$ cat src/rtl/audio_conditioner.sv
`default_nettype none
// =============================================================================
// Module  : audio_conditioner
// Purpose : Boxcar decimation, DC-blocking high-pass and s16 saturation of the
//           raw stereo sums. Define AUDIO_LPF_EN to add a one-pole smoother.
// Revision: 1.0
// =============================================================================

module audio_conditioner #(
    parameter int DIV_LOG2  = 9,
    parameter int HPF_SHIFT = 8,
    parameter int LPF_SHIFT = 2
) (
    input  logic        clk_sys,
    input  logic        reset,
    input  logic [15:0] audio_l_in,
    input  logic [15:0] audio_r_in,
    input  logic        mute,
    output logic [15:0] audio_l,
    output logic [15:0] audio_r,
    output logic        sample_valid
);

    localparam int ACC_W = 16 + DIV_LOG2;
    localparam int Y_W   = 26;

    function automatic logic [15:0] sat16(input logic signed [Y_W-1:0] v);
        logic signed [Y_W-1:0] s;
        s = v >>> 8;
        if (s > 26'sd32767)
            return 16'h7fff;
        else if (s < -26'sd32768)
            return 16'h8000;
        else
            return s[15:0];
    endfunction

    logic [DIV_LOG2-1:0] cnt_q;
    logic                wrap_w;
    logic                avg_vld_q;
    logic                hpf_vld_q;
    logic                primed_q;
    logic                out_vld_w;
    logic                sample_valid_q;

    assign wrap_w = &cnt_q;

`ifdef AUDIO_LPF_EN
    logic lpf_vld_q;
    logic prime_w;

    assign prime_w   = avg_vld_q && !primed_q && !mute;
    assign out_vld_w = lpf_vld_q;

    always_ff @(posedge clk_sys) begin
        if (reset)
            lpf_vld_q <= 1'b0;
        else
            lpf_vld_q <= hpf_vld_q;
    end
`else
    assign out_vld_w = hpf_vld_q;
`endif

    always_ff @(posedge clk_sys) begin
        if (reset) begin
            cnt_q          <= '0;
            avg_vld_q      <= 1'b0;
            hpf_vld_q      <= 1'b0;
            primed_q       <= 1'b0;
            sample_valid_q <= 1'b0;
        end else begin
            cnt_q          <= cnt_q + 1'b1;
            avg_vld_q      <= wrap_w;
            hpf_vld_q      <= avg_vld_q;
            sample_valid_q <= out_vld_w;
            if (mute)
                primed_q <= 1'b0;
            else if (avg_vld_q)
                primed_q <= 1'b1;
        end
    end

    for (genvar ch = 0; ch < 2; ch++) begin : g_ch
        logic        [15:0]      in_w;
        logic        [ACC_W-1:0] acc_q;
        logic        [ACC_W-1:0] sum_w;
        logic        [15:0]      avg_q;
        logic signed [16:0]      x_w;
        logic signed [16:0]      xprev_q;
        logic signed [17:0]      diff_w;
        logic signed [Y_W-1:0]   step_w;
        logic signed [Y_W-1:0]   y_q;
        logic signed [Y_W-1:0]   y_d;
        logic signed [Y_W-1:0]   src_w;
        logic        [15:0]      out_q;

        assign in_w   = (ch == 0) ? audio_l_in : audio_r_in;
        // The wrap-cycle input is folded into the average, so acc never holds it.
        assign sum_w  = acc_q + {{DIV_LOG2{1'b0}}, in_w};
        assign x_w    = $signed({1'b0, avg_q});
        assign diff_w = $signed({x_w[16], x_w}) - $signed({xprev_q[16], xprev_q});
        assign step_w = $signed({diff_w, 8'd0});
        assign y_d    = y_q + step_w - (y_q >>> HPF_SHIFT);

        always_ff @(posedge clk_sys) begin
            if (reset) begin
                acc_q   <= '0;
                avg_q   <= '0;
                xprev_q <= '0;
                y_q     <= '0;
                out_q   <= '0;
            end else begin
                acc_q <= wrap_w ? '0 : sum_w;
                if (wrap_w)
                    avg_q <= sum_w[ACC_W-1:DIV_LOG2];
                if (mute)
                    y_q <= '0;
                else if (avg_vld_q) begin
                    xprev_q <= x_w;
                    y_q     <= primed_q ? y_d : '0;
                end
                if (out_vld_w)
                    out_q <= mute ? 16'h0000 : sat16(src_w);
            end
        end

`ifdef AUDIO_LPF_EN
        logic signed [Y_W-1:0] z_q;
        logic signed [Y_W-1:0] z_d;

        assign z_d   = z_q + ((y_q - z_q) >>> LPF_SHIFT);
        assign src_w = z_q;

        always_ff @(posedge clk_sys) begin
            if (reset || mute || prime_w)
                z_q <= '0;
            else if (hpf_vld_q)
                z_q <= z_d;
        end
`else
        assign src_w = y_q;
`endif
    end

    assign audio_l      = g_ch[0].out_q;
    assign audio_r      = g_ch[1].out_q;
    assign sample_valid = sample_valid_q;

endmodule

`default_nettype wire

$ cat config.mk
export PLATFORM = sky130hd
export DESIGN_NAME = audio_conditioner
export DESIGN_NICKNAME = d
export VERILOG_FILES = /design/src/rtl/audio_conditioner.sv
export SDC_FILE = /design/constraint.sdc
export NUM_CORES = 1
export LEC_CHECK = 0
export ABC_AREA = 1
export ABC_CLOCK_PERIOD_IN_PS = 9800
export BUFFER_PORTS_ARGS = -buffer_cell sky130_fd_sc_hd__buf_2
export CAP_MARGIN = 10
export CORE_UTILIZATION = 51
export DETAILED_ROUTE_END_ITERATION = 16
export PLACE_DENSITY = 0.7
export SLEW_MARGIN = 20
export SYNTH_ARGS = -nofsm -noshare
export SYNTH_HDL_FRONTEND = slang
export SYNTH_SLANG_ARGS = --single-unit
$ cat constraint.sdc
create_clock -name clk_sys -period 9.8 [get_ports clk_sys]
set_clock_uncertainty 0.05 [all_clocks]
set_input_delay 0.49 -clock clk_sys [delete_from_list [all_inputs] [get_ports clk_sys]]
set_output_delay 0.49 -clock clk_sys [all_outputs]
set_load 0.005 [all_outputs]
==> qor.yml <==
cts:
  path_clk_slew_ns: 0.06
  postCtsSetupBuffers: 0
  cts_buffer_depth: 3
  cts.htree.levels: 1
  cts_buffers: 26
  cts_resized: 0
  insertion_delay_ns: 0.55
  clk_root_buffer_cell: "clkbuf_16"
  ctsHoldBuffers: 0
  cts_tree: "built"
  numClockSinks: 211
min_path:
  hp-class: "input port to flip-flop"
  hold_path_startpoint: "audio_r_in[0]"
  hold_depth: 4
  holdPathEnd: "g_ch[1].acc_q[0]"
pwr:
  p_int_mw: 1.65
  p_leak_nw: 8.67
  peakVddDrop_mv: 0.158
  power.density_nw_per_um2: 143
  seq_power_share: 0.377
  pwr-share-clk: 0.393
  switching_share: 0.332
  switching_power_mw: 0.821
  comb_power_share: 0.230
routing:
  firstDrtPassIters: 6
  first_iter_violations: 904
  vias: 15100
  avgRoutedWirePerCell_um: 14.4
  routed_wl_um: 41500
  drc: 0
  via_per_inst: 5.24
  postRouteAntennaNets: 0
synth:
  synth-compound-area-share: 0.141
  ys_seq_area_frac: 0.269
  synth-main-ff-cell: "dfxtp_1"
  synth-simple-area-share: 0.310
  yosys_warnings: 0
  synth_edf_count: 0
  yosysMostFrequentCell: "nand2_1"
  yosys-mux-area-fraction: 0
  synth_area_um2: 15700
  synth_top_family_by_area: "simple AND/OR/NAND/NOR gates"
  postSynthNetCount: 2622
  synth_top_cell_area_share: 0.269
  ys_top_cells_by_count: "nand2_1 (716), inv_1 (389), a21oi_1 (239)"
  synth_fa_ha_area_frac: 0.156
  synth-xor-area-share: 0.0173
  synthDistinctLibCells: 48
  postSynthCellCount: 2415
  avgSynthCellArea_um2: 6.50
  yosys-top-cells-area: "dfxtp_1 (27%), nand2_1 (17%), ha_1 (11%), inv_1 (9.3%), a21oi_1 (7.6%)"
  ys_seq_elements: 211
  synth_top_area_cell: "dfxtp_1"
  async_flop_share: 0
worst_setup_path:
  cp.arrival_ns: 4.12
  r2r_slack_ns: 6.02
  critPathMostFrequentCell: "nand2_1"
  crit_path_top_delay_cell: "fa_1"
  start_kind: "flip-flop"
  cp_slowest_stage_delay_ns: 0.45
  worstReg2RegEnd: "g_ch[1].src_w[25]"
  crit_type: "flip-flop to flip-flop"
  path_cells: "inv_1, ha_1, fa_1, o21ai_2, a21oi_1, o21ai_2, nand3_1, nand3_1, nand2_1, fa_1, ha_1, nand2_1, nor2_1, nand2_1, nor2_1, nand2_1, nand3_1, nand2_1, nand3_1, a21oi_1"
  cp_max_fo: 5
  required_ns: 10.14
  critPathCaptureType: "flip-flop"
  crit_family: "adder cells"
  worstReg2RegStart: "g_ch[1].avg_q[0]"
  reg2reg_depth: 20
  cp_num_buf_inv: 1
timing:
  period_share: 0.385
  hold_viol: 0
  tightest_slew_ns: 1.05
  maxSlewHeadroom: 0.297
  finalSetupViolCount: 0
  clock.fmax_mhz: 265
  fin_tns_setup_ns: 0
  rsz0062_at_grt: "no"
  slew_violations: 0
  post-route-min-period_ns: 3.78
floorplan:
  core_area_um2: 30000
  initial_core_util: 0.524
  ios: 68
  dieHeight_um: 177
  rows: 63
  dieWidth_um: 177
  die_area_um2: 31500
layout:
  area_growth_pct: 10.1
  num-fill-cells: 3027
  final_cell_count_no_fill: 2880
  multi_input_area_um2: 9810
  final_nets: 2677
  drive_above_1_share: 0.0795
  diodes: 0
  seqCellArea_um2: 4220
job:
  drv_cap: 0
placement:
  io_buffers: 67
  place_hpwl_um: 32300
  gp_congestion: 0.935
  place_inst: 2832
global_routing:
  grt_pass1_vias: 14200
  overflow: 0
  grt_first_pass_wirelength_um: 68700
  antenna_found_initial: 0
  grt_max_degree: 55
  grt_use_total: 0.269
run_status:
  outcome: "finished clean"
[power groups by stage]
stage	combinational (mW)	clock [mW]	sequential, mW
after global placement	0.556	0	0.949
after global routing	0.642	1.03	0.936
after CTS	0.566	0.992	0.931
after floorplan	0.426	0	0.943
final	0.569	0.973	0.931
after detailed placement	0.561	0	0.949
[registers in the layout (all words and copies together), names as in the netlist]
register and cells:
cnt_q 9, g_ch.xprev_q 32, audio_r 16, audio_l 16
g_ch.avg_q 32, avg_vld_q 1, primed_q 1, hpf_vld_q 1
sample_valid 1, g_ch.src_w 52, g_ch.acc_q 50
[cells in the final DEF (no fill, tap or decap), drive strengths merged, types with 33 or more instances in the layout]
master,instances
nand2,738
inv,402
a21oi,242
dfxtp,211
nor2,167
o21ai,146
nand3,136
ha,132
buf,73
fa,40
nand4,39
clkbuf,33
[cells by family (layout without fill, tap and decap cells)]
logic type	Yosys count	count (layout)
fa+ha+maj	172	172
flops	211	211
xor+xnor	31	31
simple gates	1138	1138
buf+inv	447	522
compound gates	416	416
[worst min-delay path, cell delays in order]
cell    delay [ns]
buf_2         0.08
ha_1          0.12
inv_1         0.03
nor2_1        0.08
[worst max-delay path by stage]
stage | startpoint | endpoint | slack (ns) | depth (start not counted)
2_1_floorplan | g_ch[1].avg_q[0] | g_ch[1].src_w[22] | 6.51 | 21
3_3_place_gp | g_ch[0].avg_q[0] | g_ch[0].src_w[20] | 6.14 | 21
3_5_place_dp | g_ch[0].avg_q[0] | g_ch[0].src_w[24] | 6.06 | 21
4_1_cts | g_ch[0].avg_q[0] | g_ch[0].src_w[24] | 6.03 | 21
5_1_grt | g_ch[1].avg_q[0] | g_ch[1].src_w[25] | 5.61 | 21
6_report | g_ch[1].avg_q[0] | g_ch[1].src_w[25] | 6.02 | 20
[metal layers]
layer / GRT usage / up-vias / share of wire
met2: 0.467 / 334 / 0.47
met1: 0.354 / 6874 / 0.47
li1: - / 7828 / -
met3: 0.0261 / 57 / 0.042
met5: 0 / - / 0
met4: 0.0691 / 0 / 0.021
[area by class of cell]
| cell class | instances | area share |
|---|---|---|
| clock buffer | 33 | 0.0420 |
| multi-input combinational | 1757 | 0.567 |
| clock inverter | 15 | 0.00912 |
| timing repair buffer | 73 | 0.0220 |
| inverter | 401 | 0.0870 |
| sequential | 211 | 0.244 |
| tap | 390 | 0.0282 |
[per-stage QoR]
stage / hold slack [ns] / power, mW / util / setup WS [ns] / cell area, um2
after floorplan: 0.368 / 1.37 / - / 6.51 / 15700
after global placement: 0.377 / 1.50 / 0.547 / 6.14 / 16400
after detailed placement: 0.390 / 1.51 / 0.548 / 6.06 / 16400
after CTS: 0.210 / 2.49 / 0.577 / 6.03 / 17300
after global routing: 0.236 / 2.61 / 0.577 / 5.61 / 17300
final: 0.229 / 2.47 / 0.577 / 6.02 / 17300
Power figures use the tool's default switching activity.
